==> src/rtl/alu_sequencer.sv <==
// Two-client round-robin front end for the 4-bit ALU: latches the granted operands, steps the ALU
// through init/execute/completion and returns registered results with a one-cycle valid pulse.
module alu_sequencer #(
   parameter int INIT_CYCLES = 1,
   parameter int MUL_TIMEOUT = 16
) (
   input  logic       clk,
   input  logic       rst_n,
   input  logic       i_req0,
   input  logic       i_req1,
   input  logic [2:0] i_op0,
   input  logic [2:0] i_op1,
   input  logic [3:0] i_a0,
   input  logic [3:0] i_b0,
   input  logic [3:0] i_a1,
   input  logic [3:0] i_b1,
   input  logic       i_cin0,
   input  logic       i_cin1,
   output logic [3:0] o_alu_a,
   output logic [3:0] o_alu_b,
   output logic [2:0] o_alu_op,
   output logic       o_alu_cin,
   output logic       o_alu_init,
   input  logic [6:0] i_alu_result,
   input  logic       i_alu_carry,
   input  logic       i_alu_overflow,
   input  logic       i_alu_done,
   output logic       o_rsp_valid0,
   output logic       o_rsp_valid1,
   output logic [6:0] o_rsp_result,
   output logic       o_rsp_carry,
   output logic       o_rsp_overflow,
   output logic       o_rsp_zero,
   output logic       o_rsp_err,
   output logic       o_busy
);

   localparam logic [2:0] OP_ADD = 3'b001;
   localparam logic [2:0] OP_MUL = 3'b010;
   localparam logic [2:0] OP_SHL = 3'b011;
   localparam logic [2:0] OP_AND = 3'b111;
   localparam int ICW = (INIT_CYCLES > 1) ? $clog2(INIT_CYCLES) : 1;
   localparam int TCW = (MUL_TIMEOUT > 1) ? $clog2(MUL_TIMEOUT) : 1;

   typedef enum logic [2:0] {
      S_IDLE = 3'd0,
      S_INIT = 3'd1,
      S_EXEC = 3'd2,
      S_WAIT = 3'd3,
      S_CAPT = 3'd4,
      S_RESP = 3'd5
   } state_t;

   function automatic logic op_is_valid(input logic [2:0] op);
      logic v;
      case (op)
         OP_ADD, OP_MUL, OP_SHL, OP_AND: v = 1'b1;
         default:                        v = 1'b0;
      endcase
      return v;
   endfunction

   state_t           r_state;
   state_t           w_next;
   logic             r_last_grant;
   logic             w_last_next;
   logic             r_gnt;
   logic             w_gnt;
   logic             w_take;
   logic [2:0]       w_sel_op;
   logic [3:0]       w_sel_a;
   logic [3:0]       w_sel_b;
   logic             w_sel_cin;
   logic [ICW-1:0]   r_init_cnt;
   logic [TCW-1:0]   r_to_cnt;
   logic [3:0]       r_alu_a;
   logic [3:0]       r_alu_b;
   logic [2:0]       r_alu_op;
   logic             r_alu_cin;
   logic             r_alu_init;
   logic             r_rsp_valid0;
   logic             r_rsp_valid1;
   logic [6:0]       r_rsp_result;
   logic             r_rsp_carry;
   logic             r_rsp_overflow;
   logic             r_rsp_zero;
   logic             r_rsp_err;
   logic             r_busy;

   // Arbitration and next-state decode
   always_comb begin
      w_next      = r_state;
      w_gnt       = r_gnt;
      w_take      = 1'b0;
      w_last_next = r_last_grant;
      case (r_state)
         S_IDLE: begin
            // last_grant only moves on contention, so a lone requester never steals the next tie
            if (i_req0 && i_req1) begin
               w_take      = 1'b1;
               w_gnt       = ~r_last_grant;
               w_last_next = ~r_last_grant;
            end else if (i_req0) begin
               w_take = 1'b1;
               w_gnt  = 1'b0;
            end else if (i_req1) begin
               w_take = 1'b1;
               w_gnt  = 1'b1;
            end else begin
               w_take = 1'b0;
            end
         end
         S_INIT: begin
            if (r_init_cnt == ICW'(INIT_CYCLES - 1)) begin
               w_next = S_EXEC;
            end else begin
               w_next = S_INIT;
            end
         end
         S_EXEC: begin
            if (r_alu_op == OP_MUL) begin
               w_next = S_WAIT;
            end else begin
               w_next = S_CAPT;
            end
         end
         S_WAIT: begin
            if (i_alu_done) begin
               w_next = S_CAPT;
            end else if (r_to_cnt == TCW'(MUL_TIMEOUT - 1)) begin
               w_next = S_RESP;
            end else begin
               w_next = S_WAIT;
            end
         end
         S_CAPT:  w_next = S_RESP;
         S_RESP:  w_next = S_IDLE;
         default: w_next = S_IDLE;
      endcase

      w_sel_op  = w_gnt ? i_op1  : i_op0;
      w_sel_a   = w_gnt ? i_a1   : i_a0;
      w_sel_b   = w_gnt ? i_b1   : i_b0;
      w_sel_cin = w_gnt ? i_cin1 : i_cin0;
      if (r_state == S_IDLE) begin
         if (w_take) begin
            w_next = op_is_valid(w_sel_op) ? S_INIT : S_RESP;
         end else begin
            w_next = S_IDLE;
         end
      end else begin
         w_sel_cin = w_sel_cin;
      end
   end

   // State, grant bookkeeping, counters and ALU drive registers
   always_ff @(posedge clk or negedge rst_n) begin
      if (!rst_n) begin
         r_state      <= S_IDLE;
         r_last_grant <= 1'b1;
         r_gnt        <= 1'b0;
         r_init_cnt   <= '0;
         r_to_cnt     <= '0;
         r_alu_a      <= 4'd0;
         r_alu_b      <= 4'd0;
         r_alu_op     <= 3'd0;
         r_alu_cin    <= 1'b0;
         r_alu_init   <= 1'b0;
         r_busy       <= 1'b0;
      end else begin
         r_state      <= w_next;
         r_last_grant <= w_last_next;
         r_gnt        <= w_gnt;
         r_alu_init   <= (w_next == S_INIT);
         r_busy       <= (w_next != S_IDLE);
         r_init_cnt   <= (r_state == S_INIT) ? r_init_cnt + 1'b1 : '0;
         r_to_cnt     <= (r_state == S_WAIT) ? r_to_cnt + 1'b1 : '0;
         // Invalid ops bypass the ALU entirely, so its inputs keep their previous values
         if (r_state == S_IDLE && w_take && op_is_valid(w_sel_op)) begin
            r_alu_a   <= w_sel_a;
            r_alu_b   <= w_sel_b;
            r_alu_op  <= w_sel_op;
            r_alu_cin <= w_sel_cin;
         end
      end
   end

   // Response capture and completion pulses
   always_ff @(posedge clk or negedge rst_n) begin
      if (!rst_n) begin
         r_rsp_valid0   <= 1'b0;
         r_rsp_valid1   <= 1'b0;
         r_rsp_result   <= 7'd0;
         r_rsp_carry    <= 1'b0;
         r_rsp_overflow <= 1'b0;
         r_rsp_zero     <= 1'b0;
         r_rsp_err      <= 1'b0;
      end else begin
         r_rsp_valid0 <= (w_next == S_RESP) && !w_gnt;
         r_rsp_valid1 <= (w_next == S_RESP) && w_gnt;
         if (w_next == S_RESP) begin
            if (r_state == S_CAPT) begin
               r_rsp_result   <= i_alu_result;
               r_rsp_carry    <= (r_alu_op == OP_ADD) ? i_alu_carry : 1'b0;
               r_rsp_overflow <= (r_alu_op == OP_MUL) ? i_alu_overflow : 1'b0;
               r_rsp_zero     <= (i_alu_result == 7'd0);
               r_rsp_err      <= 1'b0;
            end else begin
               r_rsp_result   <= 7'd0;
               r_rsp_carry    <= 1'b0;
               r_rsp_overflow <= 1'b0;
               r_rsp_zero     <= 1'b0;
               r_rsp_err      <= 1'b1;
            end
         end
      end
   end

   assign o_alu_a        = r_alu_a;
   assign o_alu_b        = r_alu_b;
   assign o_alu_op       = r_alu_op;
   assign o_alu_cin      = r_alu_cin;
   assign o_alu_init     = r_alu_init;
   assign o_rsp_valid0   = r_rsp_valid0;
   assign o_rsp_valid1   = r_rsp_valid1;
   assign o_rsp_result   = r_rsp_result;
   assign o_rsp_carry    = r_rsp_carry;
   assign o_rsp_overflow = r_rsp_overflow;
   assign o_rsp_zero     = r_rsp_zero;
   assign o_rsp_err      = r_rsp_err;
   assign o_busy         = r_busy;

endmodule

==> config.mk <==
export PLATFORM = sky130hd
export DESIGN_NAME = alu_sequencer
export DESIGN_NICKNAME = d
export VERILOG_FILES = /design/src/rtl/alu_sequencer.sv
export SDC_FILE = /design/constraint.sdc
export NUM_CORES = 1
export LEC_CHECK = 0
export BUFFER_PORTS_ARGS = -buffer_cell sky130_fd_sc_hd__buf_4
export CORE_ASPECT_RATIO = 1.25
export CORE_MARGIN = 1.5
export CORE_UTILIZATION = 40
export DETAILED_ROUTE_END_ITERATION = 8
export PLACE_DENSITY = 0.66
export SYNTH_ARGS = -nofsm -noshare
export SYNTH_HDL_FRONTEND = slang
export SYNTH_SLANG_ARGS = --single-unit
==> constraint.sdc <==
create_clock -name clk -period 3.3 [get_ports clk]
set_input_delay 0.99 -clock clk [delete_from_list [all_inputs] [get_ports clk]]
set_output_delay 0.99 -clock clk [all_outputs]
set_load 0.01 [all_outputs]
* Yosys cells after proc, flatten, opt, wreduce, memory -nomap -nowiden *
Index checks and enable logic that the tools add are counted.

word-level totals
  register bits after elaboration = 37
  bits of input ports = 38
  memories = 0
  output and inout bits = 27
  memory bits (writable) = 0
  memory bits (read-only) = 0
  bits in latches = 0
  logic and storage cells = 77

operators by class
  shift operators = 0
  muxes and demuxes = 32
  reductions and logical operators = 11
  eq/ne operators = 13
  $lt $le $gt $ge = 0
  div/mod/pow operators = 0
  bitwise operators = 1
  $add $sub $neg = 2
  multiply operators = 0

operators by type and width
  operator                                       number
  2-to-1 mux 3 bit                               7
  2-to-1 mux 1 bit                               19
  == test 3 x 2 -> 1 bit, second input constant  5
  == test 3 x 1 -> 1 bit, second input constant  4
  2-to-1 mux 4 bit                               3
  one-hot mux 3 bit (4 select lines)             1
  == test 3 bit, second input constant           3
  zero test 7 bit                                1
  2-to-1 mux 7 bit                               1
  logical AND 1 bit                              5
  adder 4 x 1 -> 4 bit, second input constant    1
  == test 4 bit, second input constant           1
  OR reduction 4 bit                             1
  zero test 3 bit                                1
  nonzero test 3 bit                             1
  2-to-1 mux 2 bit                               1
  AND reduction 2 bit                            1
  adder 1 bit, second input constant             1
  zero test 1 bit                                1
  NOT 1 bit                                      1

* Depth between registers and ports, before layout *
Gate-level depths: netlist of run 1.

  depth after elaboration = 15
  gate-level depth with buffers = 8
  depth with buffers taken out = 6

* Worst setup path after synthesis of run 1 *
OpenSTA, ideal clock, no wires.

  path kind = input port to flip-flop
  start = in i_req1
  end = reg r_rsp_result[0], in the netlist o_rsp_result[0]
  buffers on the path = 1
  path slack = 0.780 ns
  arrival = 2.399 ns
  data required time = 3.179 ns
  stages = 7
  library setup time = 0.121 ns
  path through = a21boi_0 a211oi_4 inv_2 mux2i_1 a211o_2 buf_6 a22o_1

on the way
  cells in the longest elaborated chain, start to end = 14
  elaborated cells on any way between the ends = 22
  classes of those cells = eq/ne (5); mux (15); reduce/logical (2)

ends and longest elaborated chain
  what                                            line  RTL
  from (decl)                                     10    input logic i_req1,
  2-to-1 mux 1 bit                                106   end else if (i_req1) begin
  2-to-1 mux 1 bit                                103   end else if (i_req0) begin
  2-to-1 mux 1 bit                                99    if (i_req0 && i_req1) begin
  2-to-1 mux 1 bit                                96    case (r_state)
  2-to-1 mux 3 bit                                141   w_sel_op = w_gnt ? i_op1 : i_op0;
  == test 3 x 1 -> 1 bit (tied with other cells)  56    case (op)
  OR reduction 4 bit                              56
  2-to-1 mux 1 bit                                56
  2-to-1 mux 1 bit                                146   if (w_take) begin
  2-to-1 mux 1 bit                                145   if (r_state == S_IDLE) begin
  2-to-1 mux 3 bit                                147   w_next = op_is_valid(w_sel_op) ? S_INIT : S_RESP;
  2-to-1 mux 3 bit (*)                            146
  2-to-1 mux 3 bit (*)                            145
  == test 3 bit (*)                               201   if (w_next == S_RESP) begin
  to (signal assigned)                            203   r_rsp_result <= i_alu_result;
  to (decl)                                       83    logic [6:0] r_rsp_result;

Mark *: on every way between the ends. The rest lies on a longest branch, timed or not. The select of a mux whose other input is x is not followed.
A chain may end at the register's enable or synchronous reset.

* Worst setup path after layout of run 1 *
  start = in i_req0
  end = reg r_alu_cin, in the netlist o_alu_cin

on the way
  cells in the longest elaborated chain, start to end = 8
  elaborated cells on any way between the ends = 17
  classes of those cells = eq/ne (4); mux (9); reduce/logical (4)

ends and longest elaborated chain
  what                                                          line     RTL
  from (decl)                                                   9        input logic i_req0,
  2-to-1 mux 1 bit / logical AND 1 bit (equally long branches)  103, 99
  2-to-1 mux 1 bit                                              99
  2-to-1 mux 1 bit                                              96
  2-to-1 mux 3 bit                                              141
  == test 3 x 1 -> 1 bit (tied with other cells)                56
  OR reduction 4 bit                                            56
  2-to-1 mux 1 bit                                              56
  logical AND 1 bit                                             179      if (r_state == S_IDLE && w_take && op_is_valid(w_sel_op)) begin
  to (signal assigned)                                          183      r_alu_cin <= w_sel_cin;
  to (decl)                                                     79       logic r_alu_cin;

Parallel ways exist; a longest one is shown, timed or not.

==> results.cfg, run 1 <==
[run_status]
status = complete, no violations

[final_layout]
antenna_cells = 0
regArea_sq_um = 927
fin_util_pct = 56.4
multiInputGateArea_sq_um = 837
fill_cells = 398
syn_to_final_growth_pct = 35.3
drive_gt1_share_pct = 39.2
fin_nets = 278

[floorplanning]
dieArea_sq_um = 4990
dieHeight_um = 78.6
initial_core_util_pct = 41.7
dieWidth_um = 63.5
ios = 65
rows = 27
coreArea_sq_um = 4390

[power]
total_power_mw = 2.42
power_frac_seq_pct = 33.8
power.switching_mw = 0.890
p_int_mw = 1.53
ir_worst_vdd_uv = 511
pwr-share-clk_pct = 16.9
p_comb_share_pct = 49.3
p_sw_share_pct = 36.8
p_leak_nw = 1.24
p_per_area_nw_per_um2 = 977

[sta]
worst-slew-pin-transition_ns = 0.501
min_period_ns = 2.51
relSlewSlack_pct = 66.1
rsz0062_at_grt = no
finalCritPeriodShare_pct = 76.1
setup_violations = 0
tns_ns = 0
fmax_mhz = 398
final_max_slew_viol_count = 0
whs_ns = 0.464
skew_ns = 0.00515
hold_violations = 0

[clock_network]
cts-hold-fix-buffers = 0
clk_latency_ns = 0.29
htreeDepth = 2
post_cts_resized = 0
numCtsBuffers = 5
clock_sinks = 37
cts_tree = yes
clockBufferDepth = 2
root_buffer = clkbuf_8
clkSlewWorstSetupHoldPaths_ns = 0.08
cts_setup_buffers = 0

[routing]
vias = 1494
firstDrtPassIters = 4
drt-wirelength-per-cell_um = 13.6
initialDrtViolationCount = 53
routed_wl_um = 4060
vias_per_cell = 5.01
drc = 0
postRouteAntennaNets = 0

[critical_path]
reg2reg_from = r_state[2]
reg2reg_depth = 6
r2r_slack_ns = 1.04
crit_type = in -> reg
worstPathMaxFanout = 17
worstSetupEndpointType = flop
worstSetupStartpointType = input port
crit_required_ns = 3.48
crit_arrival_ns = 2.69
reg2reg_to = o_rsp_zero

[placement]
gp_congestion = 0.742
portBuffers = 64
hpwl_um = 2960

[job]
maxCapViolCount = 0

[global_routing]
grt_overflow_total = 0
grt_antenna_before_repair = 0
grtUsageTotal_pct = 18.0
grt_pass1_wl_um = 7000
grt_pass1_vias = 1505
grt_max_degree = 38

[yosys]
async_flop_share_pct = 100
syn_inst = 172
seq_area_frac_synth_pct = 50.7
synth-main-ff-cell = dfrtp_1
syn_area_sq_um = 1830
syn_nets = 211
avgSynthCellArea_sq_um = 10.6
synth_edf_count = 0
ys_types = 47
ys_ff_latch = 37
yosys_warnings = 0

[min_path]
hp-class = reg -> reg
min_from = r_init_cnt
holdPathStages = 1
hold_path_end = r_init_cnt
[flip-flops by register name (all words and copies together), names as in the netlist, 3 cells and up]
| register | flops |
|---|---|
| r_state | 3 |
| o_alu_op | 3 |
| r_to_cnt | 4 |
| o_rsp_result | 7 |
| o_alu_a | 4 |
| o_alu_b | 4 |
[power by group through the flow]
stage | Clock, mW | Sequential (mW) | Combinational (mW)
2_1_floorplan | 0 | 0.846 | 0.759
3_3_place_gp | 0 | 0.822 | 1.19
3_5_place_dp | 0 | 0.820 | 1.21
4_1_cts | 0.420 | 0.818 | 1.21
5_1_grt | 0.441 | 0.845 | 1.32
6_report | 0.410 | 0.816 | 1.19
[cells in the mapped netlist, drive strengths merged, types with 3 or more instances]
| cell | instances | area share [%] |
|---|---|---|
| nand2 | 39 | 8.0 |
| a211oi | 3 | 2.5 |
| nand3 | 4 | 1.1 |
| nor2 | 11 | 2.3 |
| a21oi | 5 | 1.4 |
| inv | 4 | 0.82 |
| nor2b | 8 | 2.7 |
| dfrtp | 36 | 49 |
| o21ai | 4 | 1.1 |
| buf | 5 | 2.3 |
| a22o | 8 | 3.8 |
| mux2 | 11 | 8.8 |
| nor3 | 3 | 1.1 |
[how the worst max path moves through the flow]
stage                       from              end  slack [ns]
after floorplan           i_req1  o_rsp_result[0]        0.78
after global placement    i_req0        o_alu_cin        0.53
after detailed placement  i_req0        o_alu_cin        0.46
after CTS                 i_req0        o_alu_cin        0.77
after global routing      i_req0        o_alu_cin        0.62
final                     i_req0        o_alu_cin        0.79
[cells in the final DEF, fill, tap and decap left out, drive strengths merged, types with 2 or more instances in the layout]
cell type  synthesis  routed
nor2b              8       8
a21oi              5       5
nor4b              2       2
nand2             39      39
buf                5      67
a22o               8       8
a211oi             3       3
xnor2              2       2
dfrtp             36      36
clkbuf             2       6
and3               2       2
nor2              11      11
nor3               3       3
inv                4       4
nand3              4       4
or3                2       2
a2111oi            2       2
o21ai              4       4
mux2              11      11
nand2b             2       2
[cell type report]
class / instances / share of cell area [%]
clock inverters: 2 / 1.52
multi-input cells: 124 / 33.8
flip-flops and latches: 37 / 37.5
clock buffers: 6 / 3.34
inverters: 4 / 0.607
well taps: 58 / 2.93
repair buffers: 67 / 20.3
[kinds of logic (layout without fill, tap and decap cells)]
| group | Yosys count | in the layout | synth area share [%] |
|---|---|---|---|
| muxes | 12 | 12 | 9.37 |
| and+or+nand+nor | 79 | 79 | 21.2 |
| xor gates and xnor gates | 3 | 3 | 1.44 |
| AOI/OAI and AO/OA | 29 | 29 | 13.1 |
| adders and majority gates | 1 | 1 | 0.684 |
| DFF | 37 | 37 | 50.7 |
| buffers and inverters | 11 | 79 | 3.56 |
[critical path, stage by stage]
cell and delay [ns]:
buf_4 0.12, a21boi_0 0.31, a211oi_4 0.12, inv_2 0.28, a211oi_2 0.07, a211oi_2 0.19
buf_4 0.26, mux2_1 0.34
[routing by layer]
layer  GRT usage [%]  wire length, um  vias up
met5               0                0        -
met4            6.52               81        0
met3            5.16              204        7
met2            29.4             2010       38
met1            22.6             1770      720
li1                -                -      729
[per-stage QoR]
stage / std cells / setup slack [ns] / cell area [sq um]
floorplan: 172 / 0.780 / 1830
global placement: 290 / 0.526 / 2350
detailed placement: 290 / 0.463 / 2350
CTS: 298 / 0.769 / 2470
global route: 298 / 0.620 / 2470
finish: 298 / 0.790 / 2470
Note: power is estimated with default switching activity, not from simulation.
==> run 2: changes to the inputs <==
--- a/config.mk
+++ b/config.mk
@@ -5,12 +5,13 @@
 export SDC_FILE = /design/constraint.sdc
 export NUM_CORES = 1
 export LEC_CHECK = 0
+export ABC_AREA = 1
 export BUFFER_PORTS_ARGS = -buffer_cell sky130_fd_sc_hd__buf_4
 export CORE_ASPECT_RATIO = 1.25
 export CORE_MARGIN = 1.5
 export CORE_UTILIZATION = 40
 export DETAILED_ROUTE_END_ITERATION = 8
-export PLACE_DENSITY = 0.66
+export PLACE_DENSITY = 0.67
 export SYNTH_ARGS = -nofsm -noshare
 export SYNTH_HDL_FRONTEND = slang
 export SYNTH_SLANG_ARGS = --single-unit
==> constraint.sdc (replaced) <==
create_clock -name clk -period 2.35 [get_ports clk]
set_input_delay 0.705 -clock clk [delete_from_list [all_inputs] [get_ports clk]]
set_output_delay 0.705 -clock clk [all_outputs]
set_load 0.01 [all_outputs]
==> run 2 against run 1 <==
Against the previous run: sequential share of layout area rose by 1.6 points; register-to-register slack lost 0.54 ns; die area fell by 3.5%; synthesized cell count up 27%; first-iteration DRC count grew 40%; synthesized area down 3.7%; combinational power grew 24%; setup slack got worse by 0.32 ns; critical path depth is 5 higher; critical path type unchanged.
==> results.cfg, run 2 <==
[final_layout]
fin_nets = 325
drive_gt1_share_pct = 32.4
largest_reg_flops = 7
final_cell_mix = nand2_1 (93), buf_4 (66), dfrtp_1 (36)
antenna_cells = 0
syn_to_final_growth_pct = 34.7
final_common_cell = nand2_1

[global_routing]
grtUsageTotal_pct = 16.5
grt_overflow_total = 0
grt_pass1_wl_um = 6470
grt_max_degree = 38
grt_antenna_before_repair = 0
grt_pass1_vias = 1517

[yosys]
syn_nets = 257
ys_top_cells_by_area = dfrtp_1 (51%), nand2_1 (20%), inv_1 (4.5%), nand3_1 (3.7%), nand2_2 (2.1%)
syn_area_sq_um = 1760
synth_common_cells = nand2_1 (93), dfrtp_1 (36), inv_1 (21), nand3_1 (13), nor2_1 (10)
avgSynthCellArea_sq_um = 8.08
synth_top_area_share_pct = 51.1
synth.most_common_cell = nand2_1
ys_ff_latch = 37
synth.largest_area_cell = dfrtp_1
ys_types = 26
synth-main-ff-cell = dfrtp_1
yosys_warnings = 0
syn_inst = 218
synth_edf_count = 0
seq_area_frac_synth_pct = 52.6
async_flop_share_pct = 100

[sta]
hold_violations = 0
skew_ns = 0.00183
relSlewSlack_pct = 69.3
finalCritPeriodShare_pct = 80.1
rsz0062_at_grt = no
min_period_ns = 1.88
tns_ns = 0
worst_slack_ns = 0.467
final_max_slew_viol_count = 0
setup_violations = 0
worst-slew-pin-transition_ns = 0.460
fmax_mhz = 531

[critical_path]
reg2reg_depth = 12
worstPathMaxFanout = 16
crit_required_ns = 2.53
crit_arrival_ns = 2.06
crit_end = o_rsp_result[1]
worstSetupStartpointType = input port
critPathLaunch = i_req0
crit_type = in -> reg
reg2reg_to = o_rsp_result[1]
worstSetupEndpointType = flop
reg2reg_from = r_state[1]
r2r_slack_ns = 0.50

[placement]
dp_slack_ns = 0.148
hpwl_um = 2810
gp_congestion = 0.711
portBuffers = 64

[floorplanning]
rows = 26
dieArea_sq_um = 4810
dieWidth_um = 62.4
initial_core_util_pct = 42.3
dieHeight_um = 77.2
ios = 65
coreArea_sq_um = 4160

[routing]
routed_wl_um = 3590
postRouteAntennaNets = 0
drc = 0
firstDrtPassIters = 4
drt-wirelength-per-cell_um = 10.5
initialDrtViolationCount = 74
vias_per_cell = 4.52
vias = 1551

[clock_network]
clkSlewWorstSetupHoldPaths_ns = 0.07
cts-hold-fix-buffers = 0
clock_sinks = 37
htreeDepth = 2
root_buffer = clkbuf_8
post_cts_resized = 0
cts_setup_buffers = 0
cts_tree = yes
numCtsBuffers = 5
clockBufferDepth = 2
clk_latency_ns = 0.28

[run_status]
status = complete, no violations

[job]
maxCapViolCount = 0

[power]
p_per_area_nw_per_um2 = 1250
ir_worst_vdd_uv = 515
p_leak_nw = 1.34

[min_path]
hp-class = in -> async
run 2: worst min path at each step:
stage                from           to  slack [ns]  cells past startpoint
2_1_floorplan       rst_n   o_alu_a[0]        0.41                      0
4_1_cts             rst_n   r_state[1]        0.38                      1
3_5_place_dp   r_init_cnt   r_init_cnt        0.44                      1
6_report            rst_n  r_to_cnt[0]        0.37                      1
5_1_grt             rst_n   r_state[1]        0.40                      1
3_3_place_gp   r_init_cnt   r_init_cnt        0.44                      1
run 2: per-stage QoR:
step	cell area, sq um	power, mW	utilization [%]	std cells	hold slack [ns]
floorplan	1760	2.03	-	218	0.409
CTS	2370	3.00	57.0	343	0.385
global route	2370	3.24	57.0	343	0.403
global placement	2290	2.55	55.0	335	0.439
finish	2370	2.96	57.0	343	0.366
detailed placement	2290	2.57	55.0	335	0.436
run 2: where the power goes:
group | switching, mW | total [mW] | leakage (nW) | internal (mW)
sequential | 0.156 | 1.06 | 0.467 | 0.908
combinational | 0.868 | 1.47 | 0.826 | 0.606
clock | 0.211 | 0.417 | 0.0450 | 0.205
total | 1.24 | 2.96 | 1.34 | 1.72
run 2: layout make-up:
type	count	area (sq um)
repair buffers	66	495
clock buffers	6	72.6
inverters	26	97.6
multi-input cells	150	699
fillers	422	1790
well taps	56	70.1
clock inverters	2	10.0
flip-flops and latches	37	927
run 2: worst max-delay path, cell delays in order:
cell and delay, ns:
buf_4 0.13, nand2_1 0.09, nand4_4 0.12, nand2_4 0.18
nand2_1 0.09, nand2_2 0.08, nand2_1 0.06, nand2_2 0.08
nand3_2 0.08, nand2_2 0.10, nand2_2 0.18, nand2_1 0.11
nand2_1 0.05
run 2: routing by layer:
| layer | GRT usage [%] | share of wire [%] | vias up |
|---|---|---|---|
| met1 | 19.8 | 44 | 689 |
| met3 | 5.72 | 7.3 | 5 |
| met5 | 0 | 0 | - |
| met4 | 3.33 | 0.89 | 0 |
| li1 | - | - | 806 |
| met2 | 28.8 | 48 | 51 |
run 2: cell families (layout without fill, tap and decap cells):
kind of cell,Yosys count,in the layout,synth area share [%]
compound gates,17,17,5.82
xor+xnor,1,1,0.497
buf+inv,31,100,7.67
simple gates,131,131,32.7
fa+ha+maj,1,1,0.710
flops,37,37,52.6
